[config.mk]
export PLATFORM = sky130hd
export DESIGN_NAME = instr_queue
export DESIGN_NICKNAME = d
export VERILOG_FILES = /design/src/rtl/instr_queue.sv
export SDC_FILE = /design/constraint.sdc
export NUM_CORES = 1
export LEC_CHECK = 0
export CORE_UTILIZATION = 49
export CTS_CLUSTER_DIAMETER = 50
export DETAILED_ROUTE_END_ITERATION = 10
export GPL_TIMING_DRIVEN = 0
export PLACE_DENSITY_LB_ADDON = 0.2
export SETUP_SLACK_MARGIN = 0.15
export SLEW_MARGIN = 30
export SYNTH_ARGS = -nofsm -noshare
export SYNTH_HDL_FRONTEND = slang
export SYNTH_SLANG_ARGS = --single-unit
[constraint.sdc]
create_clock -name clk -period 3.55 [get_ports clk]
set_input_delay 0.71 -clock clk [delete_from_list [all_inputs] [get_ports clk]]
set_output_delay 0.71 -clock clk [all_outputs]
set_load 0.005 [all_outputs]
[src/rtl/instr_queue.sv]
// Instruction queue between fetch and decode: a DEPTH-entry FIFO of
// {instruction, pc} pairs with the head word decoded into MIPS fields.
module instr_queue #(
  parameter int DEPTH = 4,
  parameter int CNT_W = $clog2(DEPTH) + 1
) (
  input  logic             clk,
  input  logic             reset,
  input  logic             in_valid,
  output logic             in_ready,
  input  logic [31:0]      in_instr,
  input  logic [31:0]      in_pc,
  input  logic             flush,
  input  logic             out_ready,
  output logic             out_valid,
  output logic [31:0]      out_instr,
  output logic [31:0]      out_pc,
  output logic [5:0]       opcode,
  output logic [4:0]       rs,
  output logic [4:0]       rt,
  output logic [4:0]       rd,
  output logic [4:0]       shamt,
  output logic [5:0]       func,
  output logic [15:0]      imm16,
  output logic [25:0]      imm26,
  input  logic             ext_sign,
  output logic [31:0]      imm32,
  output logic [CNT_W-1:0] count
);

  localparam int PTR_W = $clog2(DEPTH);

  logic [31:0]      instr_mem [DEPTH];
  logic [31:0]      pc_mem    [DEPTH];
  logic [PTR_W-1:0] wr_ptr;
  logic [PTR_W-1:0] rd_ptr;
  logic [CNT_W-1:0] cnt;
  logic             push;
  logic             pop;
  logic [31:0]      head_instr;
  logic [31:0]      head_pc;

  // Handshakes: a transfer happens on a rising edge where valid && ready are
  // both high; ready never depends on valid of the same port, and a full queue
  // refuses a push even when the head is being popped in that cycle.
  assign in_ready  = (cnt < CNT_W'(DEPTH)) && !reset && !flush;
  assign out_valid = (cnt != '0);
  assign push      = in_valid && in_ready;
  assign pop       = out_valid && out_ready;

  always_ff @(posedge clk) begin
    if (reset || flush) begin
      wr_ptr <= '0;
      rd_ptr <= '0;
      cnt    <= '0;
    end else begin
      if (push) begin
        wr_ptr <= (wr_ptr == PTR_W'(DEPTH - 1)) ? '0 : wr_ptr + PTR_W'(1);
      end
      if (pop) begin
        rd_ptr <= (rd_ptr == PTR_W'(DEPTH - 1)) ? '0 : rd_ptr + PTR_W'(1);
      end
      case ({push, pop})
        2'b10:   cnt <= cnt + CNT_W'(1);
        2'b01:   cnt <= cnt - CNT_W'(1);
        default: cnt <= cnt;
      endcase
    end
  end

  // Storage is not reset; the out_valid mask below hides stale contents.
  always_ff @(posedge clk) begin
    if (push) begin
      instr_mem[wr_ptr] <= in_instr;
      pc_mem[wr_ptr]    <= in_pc;
    end
  end

  assign head_instr = out_valid ? instr_mem[rd_ptr] : 32'h0;
  assign head_pc    = out_valid ? pc_mem[rd_ptr]    : 32'h0;

  assign out_instr = head_instr;
  assign out_pc    = head_pc;
  assign opcode    = head_instr[31:26];
  assign rs        = head_instr[25:21];
  assign rt        = head_instr[20:16];
  assign rd        = head_instr[15:11];
  assign shamt     = head_instr[10:6];
  assign func      = head_instr[5:0];
  assign imm16     = head_instr[15:0];
  assign imm26     = head_instr[25:0];
  assign imm32     = {{16{ext_sign & head_instr[15]}}, head_instr[15:0]};
  assign count     = cnt;

endmodule

==> qor.csv, run 1 <==
stage;metric;value;unit
sta;min_period;3290;ps
detailed_routing;drcViolationCount;0;
run_status;outcome;finished clean;
power;swShare;19.5;%
synth;synth_seq_area_share;71.5;%
grt;grt_usage;19.0;%
sta;rsz0062_at_grt;no;
layout;nets;921;
clocking;cts_tree;yes;
sta;slew_headroom;45.1;%
synth;netlist_area;11000;sq um
detailed_routing;initialDrtViolationCount;235;
synth;avgSynthCellArea;19.5;sq um
layout;synthToLayoutAreaGrowth;34.9;%
placement;hpwl;14400;microns
clocking;cts_hold_buf;0;
layout;final_cell_mix;edfxtp_1, clkdlybuf4s50_1, buf_4;
die;die_w;152;microns
power;comb_power_share;5.0;%
synth;synthTopCellsByArea;edfxtp_1, mux4_2, buf_4;
clocking;clock_path_buffers;3;
sta;finalCritPeriodShare;92.6;%
power;p_leak;5.08;nW
die;core-area;21900;sq um
synth;syn_nets;641;
placement;placedCellCount;1093;
placement;gp_congestion;0.706;
placement;io_buffers;244;
synth;yosysWarnings;0;
clocking;cts.sinks;265;
power;p_int;5.31;mW
hold_path;hold_class;reg -> reg;
detailed_routing;vias;5821;
synth;syn_inst;564;
worst_setup_path;cp.required;2840;ps
layout;antenna_cells;0;
worst_setup_path;cp.arrival;2580;ps
power;ir_worst_vdd;415;uV
grt;antenna_found_initial;0;
worst_setup_path;crit_path_start_kind;flip-flop;
grt;grt_overflow_total;0;
sta;setup_viol;0;
die;dieHeight;152;microns
clocking;clk_latency;530;ps
clocking;htreeDepth;1;
worst_setup_path;cp_slowest_cell;mux4_2;
clocking;clk_pin_slew;60;ps
synth;ys_types;24;
worst_setup_path;endpoint_kind;output port;
worst_setup_path;critical_path_class;reg -> out;
grt;grt_pass1_wl;34100;microns
run;cap_violations;0;
sta;fmax;304;MHz
layout;drive_above_1_share;27.7;%
layout;final_cell_count_no_fill;1146;
clocking;cts_setup_buffers;0;
layout;layout_commonest_cell;edfxtp_1;
sta;clock_skew;12.0;ps
die;start_util;50.3;%
die;ios;245;
detailed_routing;vias_per_cell;5.08;
detailed_routing;firstDrtPassIters;4;
worst_setup_path;cp_max_fo;10;
power;power.density;444;nW/um^2
clocking;cts_buffers;29;
placement;post_dp_cell_area;13900;sq um
die;rows;54;
detailed_routing;post_drt_wl_per_cell;19.0;microns
power;pwr-share-seq;52.7;%
worst_setup_path;crit_chain;buf_8 -> buf_12 -> mux4_2 -> and2_2 -> buf_4 -> clkdlybuf4s50_1;
synth;synth_top_cell_area_share;69.8;%
sta;finalWorstSetupSlack;261;ps
sta;holdWs;511;ps
power;p_clk_share;42.3;%
detailed_routing;drtAntennaViolNets;0;
grt;grt_max_degree;38;
power;p_sw;1.28;mW
sta;slew_violations;0;
grt;grt_pass1_vias;6180;
sta;finalHoldViolations;0;
clocking;cts_root_buf;clkbuf_16;
worst_setup_path;slowest_delay;500;ps
die;dieArea;23100;sq um
placement;pre_cts_ws;320;ps
layout;final_area;14900;sq um
synth;yosysTopAreaCell;edfxtp_1;
power;total_power;6.59;mW
sta;worst_pin_slew;821;ps
detailed_routing;routed_wl;21700;microns
synth;synth_seq_cells;265;
cells in the mapped netlist, drive strengths merged:
cell    instances
o31ai           3
mux4           64
or3             3
dfxtp           9
ha              6
nor4b           1
and2           68
a21oi           4
inv             7
edfxtp        256
or2             1
xor2            2
nor2            5
and3            1
buf           119
o21ai           1
nand2           5
clkbuf          8
fa              1
stage by stage:
| stage | util (%) | TNS [ps] |
|---|---|---|
| 2_1_floorplan | - | 0 |
| 3_3_place_gp | 63.0 | -352970 |
| 3_5_place_dp | 63.6 | 0 |
| 4_1_cts | 67.8 | 0 |
| 5_1_grt | 67.8 | 0 |
| 6_report | 67.8 | 0 |
what timing repair did:
item,4_1_cts,5_1_grt
setup endpoints to repair,97,46
pin swaps,0,0
resized for setup,7,10
per-layer routing:
layer | up-vias | track usage (%) | part of all wire, %
li1 | 2634 | - | -
met1 | 2948 | 24.1 | 40
met2 | 205 | 33.6 | 53
met3 | 34 | 3.37 | 5.7
met4 | 0 | 5.48 | 1.8
met5 | - | 0 | 0
logic make-up (layout without fill, tap and decap cells):
group / count (synthesis) / after routing / share of synthesized area (%)
mux: 64 / 64 / 13.2
simple gates: 84 / 84 / 4.63
compound gates: 8 / 8 / 0.432
flops: 265 / 265 / 71.5
xor+xnor: 2 / 2 / 0.159
buf+inv: 134 / 436 / 9.20
fa+ha+maj: 7 / 7 / 0.864
worst max-delay path: cells and delay by family (launching register included):
kind / cells / cell delay, ps
buffers and inverters: 4 / 950
multiplexers: 1 / 500
flip-flops: 1 / 340
AND/OR/NAND/NOR: 1 / 270
registers in the layout, indices dropped and copies added (netlist names), named ones only:
register,flops
count,3
pc_mem,128
rd_ptr,2
wr_ptr,2
instr_mem,128
area by class of cell:
cell class / instances / area (sq um)
multi-input combinational: 165 / 2150
sequential: 265 / 7870
clock inverter: 21 / 158
clock buffer: 32 / 737
timing repair buffer: 249 / 2560
inverter: 7 / 26.3
tap: 280 / 350
buffer: 127 / 1010
fill: 1500 / 7040
final timing paths:
| check | endpoint | slack (ps) | from | cells after the start |
|---|---|---|---|---|
| setup / recovery | imm26[1] | 260 | flip-flop | 6 |
| hold / removal | rd_ptr[1] | 510 | rd_ptr[1] | 2 |
| setup reg to reg | pc_mem[0][16] | 1160 | count[2] | 4 |
| hold reg to reg | rd_ptr[1] | 510 | rd_ptr[1] | 2 |
power by group through the flow:
stage,combinational [mW],clock (mW),sequential (mW)
CTS,0.330,2.84,3.47
finish,0.326,2.79,3.47
global route,0.351,2.96,3.47
global placement,0.308,0,3.54
detailed placement,0.328,0,3.54
floorplan,0.113,0,3.54
Note: power is estimated with default switching activity, not from simulation.
==> run 2: changes to the inputs <==
Settings changed: CORE_MARGIN set to 1.5.
==> run 2 against run 1 <==
The flow now finishes with violations (DRC). Register-to-register slack about the same. Final area down 0.18%. Die area up 1.3%. Cell count down 0.26%. Hold slack worse by 28 ps. Highest routed layer unchanged.
==> qor.csv, run 2 (synthesized netlist as in run 1, its figures left out) <==
stage;metric;value;unit
detailed_routing;vias;5673;
power;ir_worst_vdd;448;uV
die;start_util;50.1;%
clocking;htreeDepth;1;
clocking;cts_tree;yes;
detailed_routing;initialDrtViolationCount;225;
layout;fillers;1491;
worst_setup_path;cp_top_family;buffers and inverters;
grt;grt_pass1_vias;6051;
worst_setup_path;critical_path_class;reg -> out;
grt;antenna_found_initial;0;
detailed_routing;drcViolationCount;20;
placement;gp_congestion;0.742;
sta;worst_pin_slew;822;ps
clocking;clk_pin_slew;60;ps
hold_path;hold_class;reg -> reg;
layout;final_area;14800;sq um
sta;finalCritPeriodShare;92.5;%
sta;slew_violations;0;
run_status;outcome;finished with violations;
worst_setup_path;crit_path_start_kind;flip-flop;
clocking;cts_hold_buf;0;
die;die_w;153;microns
detailed_routing;vias_per_cell;4.96;
clocking;cts_buffers;28;
layout;final_cell_mix;edfxtp_1, clkdlybuf4s50_1, buf_4;
grt;grt_pass1_wl;33200;microns
placement;io_buffers;244;
placement;post_dp_cell_area;13900;sq um
sta;finalHoldViolations;0;
worst_setup_path;cp_slowest_cell;clkdlybuf4s50_1;
power;p_leak;5.07;nW
die;dieArea;23400;sq um
layout;nets;919;
worst_setup_path;crit_buf_inv;4;
worst_setup_path;cp.arrival;2570;ps
die;dieHeight;153;microns
layout;final_core_util;67.5;%
die;ios;245;
layout;antenna_cells;0;
sta;rsz0062_at_grt;yes;
detailed_routing;drtAntennaViolNets;0;
die;rows;54;
layout;layout_commonest_cell;edfxtp_1;
placement;hpwl;14000;microns
grt;grt_overflow_total;0;
sta;setup_viol;0;
layout;drive_above_1_share;27.5;%
clocking;clk_latency;530;ps
detailed_routing;post_drt_wl_per_cell;18.4;microns
sta;min_period;3280;ps
clocking;cts_root_buf;clkbuf_16;
run;cap_violations;0;
sta;slew_headroom;45.1;%
worst_setup_path;crit_chain;clkbuf_2 -> buf_2 -> mux4_2 -> and2_1 -> buf_4 -> clkdlybuf4s50_1;
run_status;violations;DRC;
worst_setup_path;endpoint_kind;output port;
grt;grt_max_degree;39;
clocking;clock_path_buffers;3;
detailed_routing;routed_wl;21100;microns
clocking;cts.sinks;265;
worst_setup_path;cp.required;2840;ps
sta;clock_skew;10.4;ps
sta;holdWs;483;ps
layout;synthToLayoutAreaGrowth;34.7;%
power;power.density;443;nW/um^2
detailed_routing;firstDrtPassIters;10;
worst_setup_path;cp_max_fo;10;
die;core-area;22000;sq um
worst_setup_path;slowest_delay;430;ps
sta;fmax;305;MHz
grt;grt_usage;18.4;%
-- run 2: final timing paths --
| kind | start | end | slack, ps | cells after the start |
|---|---|---|---|---|
| hold reg to reg | rd_ptr[1] | flip-flop | 480 | 2 |
| hold / removal | rd_ptr[1] | flip-flop | 480 | 2 |
| setup reg to reg | count[2] | count[2] | 1150 | 8 |
| setup / recovery | flip-flop | out_instr[22] | 270 | 6 |
-- run 2: through the flow --
step	total power, mW	instances	setup WS (ps)	setup TNS, ps
final	6.57	1143	267	0
after global routing	6.78	1143	144	0
after CTS	6.66	1143	158	0
after detailed placement	3.87	1092	318	0
after global placement	3.85	1088	-1360	-345890
after floorplan	3.65	564	309	0
-- run 2: repair_timing --
action                     in CTS  in global routing
gates resized for setup         9                  4
pin swaps                       0                  0
setup buffers                   0                  0
setup endpoints to repair     108                 32
-- run 2: layout make-up --
class                   instances  area [sq um]  area share (%)
flip-flops and latches        265          7870            53.1
repair buffers                248          2540            17.1
multi-input cells             165          2150            14.5
plain buffers                 127          1000            6.77
clock buffers                  33           741            5.00
well taps                     280           350            2.36
clock inverters                18           150            1.01
inverters                       7          26.3           0.177
-- run 2: power breakdown --
| group | internal, mW | total (mW) | switching [mW] |
|---|---|---|---|
| combinational | 0.203 | 0.324 | 0.121 |
| sequential | 3.46 | 3.47 | 0.00824 |
| clock | 1.64 | 2.77 | 1.14 |
| total | 5.31 | 6.57 | 1.27 |
-- run 2: worst register-to-register path, stage by stage (launching register included) --
cell and delay (ps):
dfxtp_2 360, nor4b_2 730, inv_1 110, ha_1 260, inv_1 70, fa_1 170, xor2_1 90, or3_1 330
a21oi_1 180
-- run 2: routing by layer --
layer | part of all wire, % | vias up | global-route usage [%]
li1 | - | 2634 | -
met1 | 38 | 2817 | 21.9
met2 | 54 | 192 | 34.1
met3 | 6.8 | 30 | 3.77
met4 | 1.6 | 0 | 4.62
met5 | 0 | - | 0
==> run 3: changes to the inputs <==
Settings changed: SLEW_MARGIN 30 to unset.
Clock period 3.55 ns to 3.94 ns, I/O delays scaled along.
==> run 3 against run 2 <==
The flow still finishes with violations (DRC). Combinational power fell by 10%. Cell count unchanged. Sequential share of layout area is 0.17 points higher. Register-to-register slack improved by 350 ps. Count of clock-buffer cells in the layout unchanged. Flip-flop and latch count unchanged. Hold slack better by 23 ps. Routed wire length up 0.37%. First-iteration DRC count grew 30%. Power is 11% lower. Setup slack better by 85 ps. Global-route usage about the same. Critical path type unchanged.
==> qor.csv, run 3 (synthesized netlist as in run 1, its figures left out) <==
stage;metric;value;unit
grt;grt_util_met1;22.3;%
placement;pre_cts_ws;625;ps
clocking;cts_buffers;28;
sta;finalHoldViolations;0;
clocking;htreeDepth;1;
power;ir_worst_vdd;402;uV
detailed_routing;firstDrtPassIters;8;
layout;final_core_util;67.3;%
sta;slew_headroom;43.7;%
sta;fmax;279;MHz
clocking;clock_path_buffers;3;
die;dieArea;23400;sq um
power;total_power;5.87;mW
detailed_routing;post_drt_wl_per_cell;18.5;microns
layout;synthToLayoutAreaGrowth;34.2;%
sta;worst_pin_slew;842;ps
placement;hpwl;14000;microns
sta;clock_skew;17.8;ps
power;p_leak;5.06;nW
clocking;cts_tree;yes;
clocking;cts.sinks;265;
grt;grt_usage;18.4;%
grt;grt_pass1_wl;33300;microns
hold_path;hold_class;reg -> reg;
sta;setup_viol;0;
grt;use_met2;33.4;%
clocking;cts_root_buf;clkbuf_16;
placement;placedCellCount;1092;
detailed_routing;vias;5735;
die;rows;54;
die;core-area;22000;sq um
sta;min_period;3590;ps
grt;grt_max_degree;39;
grt;grt_overflow_total;0;
sta;finalCritPeriodShare;91.1;%
clocking;clk_latency;530;ps
placement;gp_congestion;0.742;
detailed_routing;vias_per_cell;5.02;
layout;nets;919;
power;power.density;397;nW/um^2
detailed_routing;routed_wl;21100;microns
grt;grt-busiest-layer;met2;
grt;gr-usage-met3;3.83;%
clocking;cts_setup_buffers;0;
worst_setup_path;endpoint_kind;output port;
layout;layout_commonest_cell;edfxtp_1;
worst_setup_path;critical_path_class;reg -> out;
layout;final_cell_mix;edfxtp_1, clkdlybuf4s50_1, buf_4;
worst_setup_path;cp.arrival;2800;ps
worst_setup_path;cp_max_fo;16;
die;dieHeight;153;microns
layout;antenna_cells;0;
die;start_util;50.1;%
sta;finalWorstSetupSlack;352;ps
clocking;clk_pin_slew;60;ps
run_status;outcome;finished with violations;
die;die_w;153;microns
die;ios;245;
worst_setup_path;rr_worst_depth;8;
placement;io_buffers;244;
worst_setup_path;crit_path_start_kind;flip-flop;
run_status;violations;DRC;
detailed_routing;drtAntennaViolNets;0;
layout;drive_above_1_share;26.9;%
run;cap_violations;0;
worst_setup_path;cp.required;3150;ps
sta;finalSetupTns;0;ps
sta;rsz0062_at_grt;no;
detailed_routing;drcViolationCount;20;
sta;slew_violations;0;
detailed_routing;initialDrtViolationCount;293;
layout;final_cell_count_no_fill;1143;
grt;grt_pass1_vias;6112;
grt;antenna_found_initial;0;
hold_path;whs_path_depth;2;
run 3: critical path, stage by stage, from the launching register on:
cell             delay [ps]
dfxtp_1                 480
or3_1                   300
buf_2                   290
and3_1                  510
buf_4                   200
clkdlybuf4s50_1         510
run 3: metrics by stage:
stage	instance area, sq um	hold WS [ps]
final	14800	505
after global routing	14800	528
after CTS	14800	499
after detailed placement	13900	488
after global placement	13800	472
after floorplan	11000	454
run 3: path summary, 6_finish.rpt:
kind / slack [ps] / from / end
hold reg to reg: 510 / rd_ptr[1] / rd_ptr[1]
hold / removal: 510 / rd_ptr[1] / rd_ptr[1]
setup reg to reg: 1500 / count[2] / count[2]
setup / recovery: 350 / count[2] / imm32[29]
run 3: routing by layer:
metal	up-vias	wire [microns]	share of wire, %
met5	-	0	0
met4	0	467	2.2
met3	38	1360	6.4
li1	2629	-	-
met1	2882	8170	39
met2	186	11100	53
run 3: power breakdown:
group          total (mW)  switching [mW]  internal [mW]
clock network        2.45            1.04           1.41
logic               0.291           0.109          0.182
registers            3.13         0.00743           3.12
run 3: repair_timing:
| item | 4_1_cts | 5_1_grt |
|---|---|---|
| pin swaps | 0 | 0 |
| endpoints found under the hold margin | 0 | 0 |
| hold buffers | 0 | 0 |
| resized for setup | 1 | 2 |
| setup endpoints to repair | 15 | 1 |
run 3: layout make-up:
type	instances	area [sq um]
Buffer	127	988
Clock buffer	33	741
Clock inverter	18	128
Fill cell	1482	7180
Inverter	7	26.3
Multi-Input combinational cell	165	2140
Sequential cell	265	7870
Tap cell	280	350
Timing Repair Buffer	248	2540
